File: src/rtl/revaluate_batch_sequencer.sv
// Batch sequencer: walks first_index..last_index issuing read / revaluate / write per file.
// Define REVALUATE_TIMEOUT_EN to add a WAIT watchdog and the timeout_err output.
module revaluate_batch_sequencer #(
    parameter int INDEX_W        = 10,
    parameter int TIMEOUT_CYCLES = 4096
) (
    input  logic               clk,
    input  logic               rst,
    input  logic               start,
    input  logic [INDEX_W-1:0] first_index,
    input  logic [INDEX_W-1:0] last_index,
    output logic [INDEX_W-1:0] file_index,
    output logic               read_file,
    output logic               revaluate_start,
    input  logic               revaluate_done,
    output logic               write_file,
    output logic               busy,
    output logic               finish,
    output logic               range_err,
    output logic [INDEX_W:0]   files_done
`ifdef REVALUATE_TIMEOUT_EN
    ,
    output logic               timeout_err
`endif
);

    generate
        if (INDEX_W < 1) begin : g_bad_index_w
            $error("INDEX_W must be at least 1");
        end
        if (TIMEOUT_CYCLES < 1) begin : g_bad_timeout
            $error("TIMEOUT_CYCLES must be at least 1");
        end
    endgenerate

    typedef enum logic [2:0] {
        S_IDLE  = 3'd0,
        S_READ  = 3'd1,
        S_RUN   = 3'd2,
        S_WAIT  = 3'd3,
        S_WRITE = 3'd4,
        S_DONE  = 3'd5
    } state_t;

    state_t             r_state;
    state_t             w_state_next;
    logic [INDEX_W-1:0] r_file_index;
    logic [INDEX_W-1:0] r_last_index;
    logic               r_range_err;
    logic [INDEX_W:0]   r_files_done;

    logic               w_accept;
    logic               w_range_bad;
    logic               w_last_file;
    logic               w_timeout_hit;

    assign w_accept    = (r_state == S_IDLE) && start;
    assign w_range_bad = (first_index > last_index);
    // Termination by equality before the increment means last=all-ones never wraps.
    assign w_last_file = (r_file_index == r_last_index);

`ifdef REVALUATE_TIMEOUT_EN
    localparam int TO_W = $clog2(TIMEOUT_CYCLES + 1);
    localparam logic [TO_W-1:0] TO_LAST = TO_W'(TIMEOUT_CYCLES - 1);

    logic [TO_W-1:0] r_wait_cnt;
    logic            r_timeout_err;

    // Counter is zeroed in RUN so the first WAIT cycle sees 0.
    assign w_timeout_hit = (r_state == S_WAIT) && !revaluate_done && (r_wait_cnt == TO_LAST);

    always_ff @(posedge clk) begin
        if (rst) begin
            r_wait_cnt    <= '0;
            r_timeout_err <= 1'b0;
        end else begin
            if (r_state == S_RUN) begin
                r_wait_cnt <= '0;
            end else if (r_state == S_WAIT) begin
                r_wait_cnt <= r_wait_cnt + TO_W'(1);
            end

            if (w_accept) begin
                r_timeout_err <= 1'b0;
            end else if (w_timeout_hit) begin
                r_timeout_err <= 1'b1;
            end
        end
    end

    assign timeout_err = r_timeout_err;
`else
    assign w_timeout_hit = 1'b0;
`endif

    always_comb begin
        w_state_next = r_state;
        case (r_state)
            S_IDLE: begin
                if (start) begin
                    w_state_next = w_range_bad ? S_DONE : S_READ;
                end
            end
            S_READ:  w_state_next = S_RUN;
            S_RUN:   w_state_next = S_WAIT;
            S_WAIT: begin
                if (revaluate_done) begin
                    w_state_next = S_WRITE;
                end else if (w_timeout_hit) begin
                    w_state_next = S_DONE;
                end
            end
            S_WRITE: w_state_next = w_last_file ? S_DONE : S_READ;
            S_DONE:  w_state_next = S_IDLE;
            default: w_state_next = S_IDLE;
        endcase
    end

    always_ff @(posedge clk) begin
        if (rst) begin
            r_state      <= S_IDLE;
            r_file_index <= '0;
            r_last_index <= '0;
            r_range_err  <= 1'b0;
            r_files_done <= '0;
        end else begin
            r_state <= w_state_next;
            if (w_accept) begin
                r_last_index <= last_index;
                r_range_err  <= w_range_bad;
                r_files_done <= '0;
                if (!w_range_bad) begin
                    r_file_index <= first_index;
                end
            end else if (r_state == S_WRITE) begin
                r_files_done <= r_files_done + (INDEX_W + 1)'(1);
                if (!w_last_file) begin
                    r_file_index <= r_file_index + INDEX_W'(1);
                end
            end
        end
    end

    // Strobes are pure state decodes so each is exactly one cycle per visit.
    assign read_file       = (r_state == S_READ);
    assign revaluate_start = (r_state == S_RUN);
    assign write_file      = (r_state == S_WRITE);
    assign finish          = (r_state == S_DONE);
    assign busy            = (r_state != S_IDLE);
    assign file_index      = r_file_index;
    assign range_err       = r_range_err;
    assign files_done      = r_files_done;

endmodule
File: config.mk
export PLATFORM = sky130hd
export DESIGN_NAME = revaluate_batch_sequencer
export DESIGN_NICKNAME = d
export VERILOG_FILES = /design/src/rtl/revaluate_batch_sequencer.sv
export SDC_FILE = /design/constraint.sdc
export NUM_CORES = 1
export LEC_CHECK = 0
export ABC_AREA = 1
export BUFFER_PORTS_ARGS = -buffer_cell sky130_fd_sc_hd__buf_2
export CAP_MARGIN = 20
export CORE_MARGIN = 4
export CORE_UTILIZATION = 55
export DETAILED_ROUTE_END_ITERATION = 7
export GPL_ROUTABILITY_DRIVEN = 0
export PLACE_DENSITY = 0.89
export SYNTH_ARGS = -nofsm -noshare
export SYNTH_HDL_FRONTEND = slang
export SYNTH_SLANG_ARGS = --single-unit
File: constraint.sdc
create_clock -name clk -period 2.2 [get_ports clk]
set_input_delay 0 -clock clk [delete_from_list [all_inputs] [get_ports clk]]
set_output_delay 0 -clock clk [all_outputs]
set_load 0.005 [all_outputs]
* After elaboration in Yosys (flattened, before gate mapping)
Index checks and enable logic that the tools add are counted.
** Storage, ports and cells
- Flip-flop bits (word level) :: 35
- Logic and storage cells :: 34
** Operators by class
- Add/sub/neg operators :: 2
- $lt $le $gt $ge :: 1
- Equality and inequality tests :: 10
- Multiplexer cells :: 9
- Reduce and logical (&&, ||, !) cells :: 7
** Operator list (number)
- 10-bit 2-to-1 mux :: 4
- 3-bit one-hot mux with 5 select lines :: 1
- 3-bit 2-to-1 mux :: 4
- 11-bit by 1-bit adder with 11-bit output, second input constant :: 1
- 10-bit by 1-bit adder with 10-bit output, second input constant :: 1
- 10-bit equality test :: 1
- 10-bit greater-than comparator :: 1
- 2-bit inequality test, second input constant :: 4
- 3-bit by 2-bit equality test with 1-bit output, second input constant :: 2
- 3-bit equality test, second input constant :: 2
- 3-bit by 1-bit equality test with 1-bit output, second input constant :: 1
- 3-bit logical NOT :: 1
- 3-bit AND reduction :: 1
- 3-bit nonzero test :: 1
- 2-bit AND reduction :: 1
- 2-bit nonzero test :: 1
- 2-bit OR reduction :: 1
- 1-bit logical AND :: 1

* Longest topological paths before layout
Gate-level depths: netlist of the first run.
- Depth in word-level cells :: 4
- Mapped depth :: 12
- Depth with buffers taken out :: 12

* Least setup slack after synthesis of the first run
Ideal clock, no wire load.
- Path type :: register -> register
- Start point :: register r_file_index[0] (netlist: file_index[0])
- End point :: register r_file_index[8] (netlist: file_index[8])
- Library setup time :: 0.115 ns
- Data arrival time :: 1.372 ns
- Required time :: 2.085 ns
- Setup slack :: 0.713 ns
- Cell stages (with the launch flop) :: 11
- Cell sequence :: dfxtp_1 -> ha_1 -> nand3_1 -> nor2_1 -> nand2_1 -> o21ai_0 -> nand3_1 -> nand2_1 -> nand3_1 -> nand2_1 -> nor2_1
** On the way
- Cells in the longest elaborated chain, start to end :: 4
- Elaborated cells between the ends (all ways) :: 7
- Classes of those cells :: 1 x add/sub; 2 x eq/ne; 3 x mux; 1 x reduce/logical
** RTL lines
- start: declaration :: RTL line 47 : logic [INDEX_W-1:0] r_file_index;
- start signal: assignment :: RTL line 133 : r_file_index <= first_index;
- start signal: assignment :: RTL line 138 : r_file_index <= r_file_index + INDEX_W'(1);
- 10-bit by 1-bit adder with 10-bit output :: RTL line 138
- 10-bit 2-to-1 mux :: RTL line 137 : if (!w_last_file) begin
- 10-bit 2-to-1 mux :: RTL line 135 : end else if (r_state == S_WRITE) begin
- 10-bit 2-to-1 mux :: RTL line 128 : if (w_accept) begin
Parallel ways exist; a longest one is shown, timed or not. The select of a mux whose other input is x is not followed.
A chain may end at the register's enable or synchronous reset.

* Final worst setup path of the first run
- Start point :: input port last_index[9]
- End point :: register r_file_index[3] (netlist: file_index[3])
** On the way
- Cells in the longest elaborated chain, start to end :: 3
** RTL lines
- start: declaration :: RTL line 11 : input logic [INDEX_W-1:0] last_index,
- 10-bit greater-than comparator :: RTL line 58 : assign w_range_bad = (first_index > last_index);
- 2-bit inequality test (no source line)
- 3-bit AND reduction (no source line)
Every way passes these cells.

==> impl_results.md, run 1 <==
- Clock latency at the later pin of the worst-skew pair: 0.30 ns
- Cell count after synthesis: 326
- H-tree lvl count: 2
- Top FF cell, synth: dfxtp_1
- Placed inst area: 2490 sq um
- Post-synth EDFFs: 0
- DRC Markers: 0
- Post-synth net total: 362
- Setup violators final: 0
- Launch point of the worst path: last_index[9]
- Number of global-route vias before repair: 2042
- Final hold vios: 0
- Period minus WS final: 1.96 ns
- Top-count cell post-synth: nand2_1
- Worst vdd ir: 0.000817 V
- Area delta synth->final: 21.3%
- Vias: 2332
- Root buf cell: clkbuf_8
- Worst R2R Start: file_index[0]
- RSZ-0062 raised after global routing: no
- Drt wl/cell: 13.1 um
- FF-to-FF setup slack: 0.25 ns
- Post-synth top area share: 31.5%
- Worst slew pin tran: 0.374 ns
- Clock Path Buffers: 2
- Switching share of power: 38.8%
- Yosys reg bits: 35
- Area of the die: 5120 sq um
- Aggregate routed wire length: 5680 um
- Asr flop ratio synth: 0%
- Synth Area in Compound Gates: 13.1%
- Fin area: 2700 sq um
- Clk_skew: 0.0112 ns
- HPWL after detailed placement: 4130 um
- Remaining antenna violation count: 0
- Worst setup SP type: primary input
- Post-Syn Area: 2220 sq um
- Switching pwr: 1.01 mW
- Clk pwr share: 27.0%
- Logic pwr share: 37.4%
- Die width: 71.6 um
- Fin Hold WS: 0.00898 ns
- Commonest cells in the netlist: 77 x nand2_1, 39 x inv_1, 35 x dfxtp_1
- Mux cell area share after synthesis: 0%
- Yosys top cell by area: dfxtp_1
- Clock sink total: 35
- TritonRoute pass-1 iters: 4
- Iter 0 DRT Violations: 253
- Worst Path Max Fanout: 16
- Post-synthesis sequential area ratio: 31.5%
- Critical Path End Type: flop
- Setup TNS: 0 ns
- Cts bufs inserted: 5
- MaxCap Viol Count: 0
- Top cells by area, synth: dfxtp_1 32%, nand2_1 13%, a21oi_1 7.0%, ha_1 6.8%, inv_1 6.6%
- Largest net degree at the start of global routing: 27
- PnR worst setup slack: 0.243 ns
- Simple-Gate Fraction of Synth Area: 35.6%
- Post-CTS Setup Bufs: 0
- Tightest Hold Check Type: in -> reg
- Setup crit end: file_index[3]
- Initial core utilization: 59.0%
- Area share of fa/ha/maj cells after synthesis: 6.75%
- Total Power: 2.61 mW
- CTS tree: yes
- Period utilization: 89.0%
- Run status: completed
- N_diodes: 0
- Largest family of logic cells by synthesized area: simple AND/OR/NAND/NOR gates
- Seq pwr share: 35.5%
- Internal power: 1.60 mW
- Die height: 71.6 um
- Vias/cell: 5.40
- Row count: 22
- Ratio of cells with drive above 1 in the final layout: 21.1%
- Pleak: 1.34 nW
- GRT Resource Usage Total: 22.6%
- Initial antenna violation count: 0
- Count of input and output buffers: 50
- Power density over the cells: 969 nW/um^2
- R2R cell count: 10
- Crit Path Category: in -> reg
- Post-Synth XOR/XNOR Area: 3.55%
- Core area: 3770 sq um
- Synth Warn #: 0
- Clock transition at path regs: 0.08 ns
- CP arrival: 2.15 ns
- RR Endpoint: file_index[8]
- Slew HR: 74.9%
- Net count, final: 419
- Global-route congestion overflow total: 0
- First-pass GRT wire length: 9380 um
- Slew Limit Fails: 0
- Synth cell types: 36
- # fillers: 292
- Place WS: 0.349 ns
- Critical Path RT: 2.39 ns
- Top Ports: 51
- Syn avg cell area: 6.82 sq um
- Maximum clock rate: 511 MHz
[cell families (layout without fill, tap and decap cells)]
kind of cell | after synthesis | count (layout)
AOI/OAI and AO/OA | 55 | 55
adders and majority gates | 12 | 12
and+or+nand+nor | 166 | 166
buffers and inverters | 49 | 107
xor gates and xnor gates | 9 | 9
DFF | 35 | 35
[area by class of cell]
cell class	instances	area (sq um)	share of cell area, %
clock inverters	3	67.6	2.51
inverters	41	159	5.89
clock buffers	5	68.8	2.55
repair buffers	58	328	12.2
well taps	48	60.1	2.23
flip-flops and latches	35	701	26.0
multi-input cells	242	1310	48.7
[sequential cells by signal (all words and copies together) (netlist names)]
register      cells
file_index       10
files_done       11
r_last_index     10
r_state           3
range_err         1
[per-layer routing]
| metal | GRT usage (%) | wire length, um | vias to the layer above |
|---|---|---|---|
| li1 | - | - | 1168 |
| met1 | 30.1 | 2510 | 1067 |
| met2 | 36.9 | 2660 | 88 |
| met3 | 3.79 | 426 | 9 |
| met4 | 7.52 | 86 | 0 |
| met5 | 0 | 0 | - |
[what timing repair did]
action | 4_1_cts | 5_1_grt
hold buffers | 7 | 0
setup endpoints to repair | 0 | 1
endpoints found under the hold margin | 8 | 0
resized for setup | 0 | 1
[critical path, cell delays in order]
cell and delay (ns):
dlygate4sd3_1 0.52, buf_2 0.10, inv_1 0.05, ha_1 0.29
nand2_1 0.07, nor2_1 0.19, o21ai_0 0.15, nand3_1 0.16
nand3_4 0.20, nand2_2 0.19, nand2_1 0.09, nand2_1 0.09
nor2_1 0.04
[power groups by stage]
stage	registers, mW	logic (mW)	clock network [mW]
2_1_floorplan	0.898	0.722	0
6_report	0.929	0.978	0.707
3_3_place_gp	0.930	0.913	0
4_1_cts	0.923	0.963	0.712
5_1_grt	0.950	1.11	0.737
3_5_place_dp	0.937	0.933	0
[per-stage QoR]
step | util (%) | cells
finish | 71.5 | 432
CTS | 71.4 | 432
global route | 71.5 | 432
detailed placement | 66.0 | 417
global placement | 66.0 | 417
floorplan | - | 326
[how the worst min path moves through the flow]
stage	from	end	slack, ns	cells after the start
2_1_floorplan	rst	r_last_index[0]	0.07	1
3_3_place_gp	rst	r_last_index[0]	0.25	2
3_5_place_dp	rst	r_last_index[0]	0.25	2
4_1_cts	last_index[6]	r_last_index[6]	0.005	3
5_1_grt	last_index[5]	r_last_index[5]	0.03	3
6_report	last_index[6]	r_last_index[6]	0.009	3
[cells in the final DEF (no fill, tap or decap), types with 2 or more instances in the layout]
cell,count
nand2_4,2
o21ai_0,18
nand4_1,4
nand2_1,76
dlygate4sd3_1,7
dfxtp_1,35
nand3_1,23
nor2_1,34
or2_2,7
bufinv_16,2
nand2_2,4
clkbuf_8,5
a21oi_1,31
inv_1,39
nand3b_1,4
xnor2_1,5
o211ai_1,2
buf_2,50
ha_1,12
xor2_1,4
nor3_1,4
Note: power is estimated with default switching activity, not from simulation.
==> run 2: changes to the inputs <==
--- a/config.mk
+++ b/config.mk
@@ -5,14 +5,13 @@
 export SDC_FILE = /design/constraint.sdc
 export NUM_CORES = 1
 export LEC_CHECK = 0
-export ABC_AREA = 1
 export BUFFER_PORTS_ARGS = -buffer_cell sky130_fd_sc_hd__buf_2
 export CAP_MARGIN = 20
 export CORE_MARGIN = 4
 export CORE_UTILIZATION = 55
 export DETAILED_ROUTE_END_ITERATION = 7
 export GPL_ROUTABILITY_DRIVEN = 0
-export PLACE_DENSITY = 0.89
+export PLACE_DENSITY = 0.9
 export SYNTH_ARGS = -nofsm -noshare
 export SYNTH_HDL_FRONTEND = slang
 export SYNTH_SLANG_ARGS = --single-unit
==> impl_results.md, run 2 <==
- Run status: completed
- Iter 0 DRT Violations: 124
- DRC Markers: 0
- Hold_sp: first_index[3]
- Yosys reg bits: 35
- Post-layout util: 75.4%
- GRT Resource Usage Total: 22.9%
- Cell count after synthesis: 254
- Critical Path RT: 2.41 ns
- DRT met1 WL: 2300 um
- Clock Path Buffers: 2
- Placed inst area: 2390 sq um
- Aggregate routed wire length: 5450 um
- Net count, final: 358
- PnR worst setup slack: 0.163 ns
- Post-Syn Area: 2060 sq um
- FF-to-FF setup slack: 0.25 ns
- Crit-path cells: dlygate4sd3_1, buf_2, inv_1, ha_1, and4_1, a2111oi_4, o21a_4, a22oi_1, a31oi_1
- Global-route congestion overflow total: 0
- Cts bufs inserted: 5
- Max stage delay on crit path: 0.52 ns
- Final hold vios: 0
- Post-synth EDFFs: 0
- Post-CTS Setup Bufs: 0
- RR Endpoint: file_index[9]
- Fin Hold WS: 0.0195 ns
- Clock transition at path regs: 0.07 ns
- Commonest non-fill, non-tap cell in the layout: buf_2
- Cell count along the critical path: 9
- Clk_skew: 0.00351 ns
- Initial antenna violation count: 0
- Vias/cell: 5.70
- Worst slew pin tran: 0.492 ns
- Clock latency at the later pin of the worst-skew pair: 0.28 ns
- HPWL after detailed placement: 3900 um
- Setup TNS: 0 ns
- Total Power: 1.70 mW
- Synth Warn #: 0
- Worst R2R Start: file_index[8]
- Post-synth net total: 290
- Tightest Hold Check Type: in -> reg
- Ratio of cells with drive above 1 in the final layout: 24.8%
- Top-count cell post-synth: nand2_1
- First-pass GRT wire length: 9110 um
- Row count: 21
- Slew HR: 66.9%
- Root buf cell: clkbuf_8
- Power density over the cells: 650 nW/um^2
- CP arrival: 2.25 ns
- Hold depth: 3
- N_diodes: 0
- Inst Count DP: 350
- DR top layer: met4
- Slowest stage cell, crit path: dlygate4sd3_1
- Initial core utilization: 59.4%
- Vias: 2105
- Pleak: 1.19 nW
- Period utilization: 92.6%
- Worst setup SP type: primary input
- Top Ports: 51
- Crit path buf inv count: 3
- Place WS: 0.192 ns
- Commonest cells in the netlist: 39 x nand2_1, 35 x dfxtp_1, 22 x a21oi_1
- Crit Path Category: in -> reg
- Remaining antenna violation count: 0
- Post-synth top area share: 34.0%
- Area of the die: 4790 sq um
- Top cells by area, synth: dfxtp_1 34%, xor2_1 7.7%, ha_1 7.3%, nand2_1 7.1%, a21oi_1 5.3%
- Period minus WS final: 2.04 ns
- Top FF cell, synth: dfxtp_1
- Setup violators final: 0
- H-tree lvl count: 2
- Core area: 3470 sq um
- Slew Limit Fails: 0
- TritonRoute pass-1 iters: 4
- Clock sink total: 35
- Post-synthesis sequential area ratio: 34.0%
- Synth cell types: 43
- Commonest cells after routing, fill and taps aside: 50 x buf_2, 39 x nand2_1, 35 x dfxtp_1, 22 x a21oi_1, 19 x nor2_1
- Yosys top cell by area: dfxtp_1
- Critical Path End Type: flop
- Metal3 WL: 476 um
- Hold EP: file_index[3]
- Area delta synth->final: 27.0%
- Worst Path Max Fanout: 10
- CTS tree: yes
- Drt wl/cell: 14.8 um
- Number of global-route vias before repair: 2009
- MaxCap Viol Count: 0
- R2R cell count: 6
- Die width: 69.2 um
- Maximum clock rate: 491 MHz
- Largest net degree at the start of global routing: 25
- Count of input and output buffers: 50
- Metal2 WL: 2570 um
- Max reg flops: 11
- Die height: 69.2 um
- Worst vdd ir: 0.000441 V
- Final std cells w/o fill: 369
- Asr flop ratio synth: 0%
- Fin area: 2620 sq um
- CP top delay family: compound AO/OA/AOI/OAI gates
- Syn avg cell area: 8.11 sq um
[run 2: worst max path at each step]
stage | slack, ns | start | endpoint
5_1_grt | -0.004 | last_index[8] | file_index[2]
3_5_place_dp | 0.19 | first_index[7] | file_index[2]
4_1_cts | 0.02 | last_index[9] | file_index[3]
2_1_floorplan | 0.48 | file_index[4] | file_index[6]
6_report | 0.16 | last_index[9] | file_index[2]
3_3_place_gp | 0.21 | first_index[3] | file_index[2]
[run 2: cells by family (layout without fill, tap and decap cells)]
family / Yosys count / after routing / share of synthesized area, %
AOI/OAI and AO/OA: 49 / 49 / 15.8
xor gates and xnor gates: 20 / 20 / 8.51
adders and majority gates: 12 / 12 / 7.29
buffers and inverters: 24 / 93 / 4.68
DFF: 35 / 35 / 34.0
muxes: 4 / 4 / 2.07
and+or+nand+nor: 110 / 110 / 27.6
[run 2: final cells by class]
class	instances	area, sq um
clock buffer	5	68.8
sequential	35	701
inverter	15	56.3
fill	283	853
clock inverter	3	20.0
timing repair buffer	70	428
multi-input combinational	195	1280
tap	46	57.6
[run 2: timing repair]
item                       4_1_cts  5_1_grt
setup endpoints to repair        0       10
hold endpoints to repair        11        0
hold buffers                    11        0
gates resized for setup          0        6
[run 2: worst register-to-register path, stage by stage, from the launching register on]
cell	delay, ns
dfxtp_1	0.41
xor2_1	0.12
nor4_2	0.51
a31oi_4	0.20
nor3_2	0.32
a22oi_1	0.13
a21oi_1	0.19
[run 2: where the power goes]
part           internal, mW  switching, mW
Combinational         0.224          0.288
Clock                 0.220          0.238
Sequential            0.681         0.0492
[run 2: metal layers]
layer,up-vias,global-route usage [%]
met4,0,9.11
met3,11,5.65
met5,-,0
met1,970,28.9
li1,1023,-
met2,101,37.1
==> run 3: changes to the inputs <==
--- a/config.mk
+++ b/config.mk
@@ -7,11 +7,12 @@
 export LEC_CHECK = 0
 export BUFFER_PORTS_ARGS = -buffer_cell sky130_fd_sc_hd__buf_2
 export CAP_MARGIN = 20
+export CORE_ASPECT_RATIO = 1.1
 export CORE_MARGIN = 4
-export CORE_UTILIZATION = 55
+export CORE_UTILIZATION = 40
 export DETAILED_ROUTE_END_ITERATION = 7
 export GPL_ROUTABILITY_DRIVEN = 0
-export PLACE_DENSITY = 0.9
+export PLACE_DENSITY = 0.71
 export SYNTH_ARGS = -nofsm -noshare
 export SYNTH_HDL_FRONTEND = slang
 export SYNTH_SLANG_ARGS = --single-unit
==> impl_results.md, run 3 (synthesis results as in run 2) <==
- Run status: completed
- Clock latency at the later pin of the worst-skew pair: 0.28 ns
- Aggregate routed wire length: 5130 um
- Largest net degree at the start of global routing: 25
- R2R cell count: 5
- Max stage delay on crit path: 0.52 ns
- Total Power: 1.74 mW
- N_diodes: 0
- Setup violators final: 0
- First-pass GRT wire length: 9110 um
- TritonRoute pass-1 iters: 4
- Worst R2R Start: r_state[1]
- Worst Path Max Fanout: 10
- Tightest Hold Check Type: in -> reg
- Area of the die: 6360 sq um
- DR top layer: met4
- RSZ-0062 raised after global routing: yes
- Metal2 WL: 2400 um
- DRC Markers: 0
- Vias: 2044
- CTS tree: yes
- Area delta synth->final: 28.5%
- Core area: 5000 sq um
- Metal3 WL: 330 um
- # fillers: 493
- Final hold vios: 0
- Clk_skew: 0.00744 ns
- Vias/cell: 5.32
- Hold_sp: first_index[0]
- Die height: 83.3 um
- Clock Path Buffers: 2
- Worst setup SP type: primary input
- Count of input and output buffers: 50
- Fin area: 2650 sq um
- Power density over the cells: 659 nW/um^2
- DRT met1 WL: 2330 um
- Crit Path Category: in -> reg
- RR Endpoint: file_index[3]
- Hold depth: 3
- Post-CTS Setup Bufs: 0
- Slowest stage cell, crit path: dlygate4sd3_1
- CP arrival: 2.27 ns
- Global-route congestion overflow total: 0
- Critical Path RT: 2.41 ns
- Iter 0 DRT Violations: 75
- Critical Path End Type: flop
- Root buf cell: clkbuf_8
- Die width: 76.4 um
- H-tree lvl count: 2
- FF-to-FF setup slack: 0.26 ns
- Hold EP: file_index[0]
- Clock transition at path regs: 0.07 ns
- Crit-path cells: dlygate4sd3_1, buf_2, inv_1, ha_1, nand2_1, o21ai_0, a2111oi_4, o21a_2, a22oi_1, a31oi_1
- Top Ports: 51
- Row count: 27
- Initial core utilization: 41.2%
- Number of global-route vias before repair: 1968
- Max reg flops: 11
- Commonest non-fill, non-tap cell in the layout: buf_2
- Worst slew pin tran: 0.451 ns
- Cts bufs inserted: 5
- HPWL after detailed placement: 3910 um
- Ratio of cells with drive above 1 in the final layout: 23.9%
- Pleak: 1.21 nW
- Drt wl/cell: 13.4 um
- Remaining antenna violation count: 0
- Placed inst area: 2420 sq um
- Initial antenna violation count: 0
- Slew Limit Fails: 0
- Net count, final: 361
- Period utilization: 93.4%
- Setup TNS: 0 ns
- Maximum clock rate: 487 MHz
- Clock sink total: 35
- GRT Resource Usage Total: 17.3%
- Commonest cells after routing, fill and taps aside: 50 x buf_2, 39 x nand2_1, 35 x dfxtp_1, 22 x a21oi_1, 19 x nor2_1
- MaxCap Viol Count: 0
- Slew HR: 69.7%
- Period minus WS final: 2.06 ns
- Worst vdd ir: 0.000299 V
run 3: through the flow:
step	setup WS [ns]	instances	hold WS (ns)	util, %
floorplan	0.483	254	0.0769	-
global placement	0.271	364	0.257	48.5
detailed placement	0.196	364	0.261	48.5
CTS	0.0481	384	0.0134	52.9
global route	-0.0129	384	0.0454	52.9
finish	0.145	384	0.0182	52.9
run 3: how the worst max path moves through the flow:
stage	start	end	slack (ns)	cells past startpoint
floorplan	file_index[4]	file_index[6]	0.48	6
global placement	first_index[5]	file_index[2]	0.27	8
detailed placement	first_index[5]	file_index[2]	0.20	8
CTS	last_index[4]	file_index[2]	0.05	10
global route	last_index[4]	file_index[2]	-0.01	10
finish	last_index[4]	file_index[2]	0.14	10
run 3: worst max-delay path, delay by kind of cell:
kind | cells | cell delay, ns
buffers and inverters | 3 | 0.67
adders and majority gates | 1 | 0.28
and+or+nand+nor | 1 | 0.07
AOI/OAI and AO/OA | 5 | 1.23
run 3: layer usage:
metal	vias to the layer above	track usage [%]
met2	67	29.7
met5	-	0
met4	0	3.62
met1	935	21.2
li1	1031	-
met3	11	5.21
run 3: layout make-up:
class                   count  area, sq um  area share, %
clock buffers               8          100           3.78
inverters                  15         56.3           2.13
multi-input cells         195         1260           47.8
flip-flops and latches     35          701           26.5
well taps                  58         72.6           2.74
repair buffers             73          453           17.1
run 3: repair_timing:
action,4_1_cts,5_1_grt
endpoints found under the hold margin,12,0
setup endpoints to repair,0,9
hold buffers,12,0
resized for setup,0,1
run 3: power by group:
part,switching (mW),total (mW),internal (mW)
logic,0.269,0.502,0.232
registers,0.0533,0.735,0.681
clock network,0.222,0.508,0.286
total,0.545,1.74,1.20
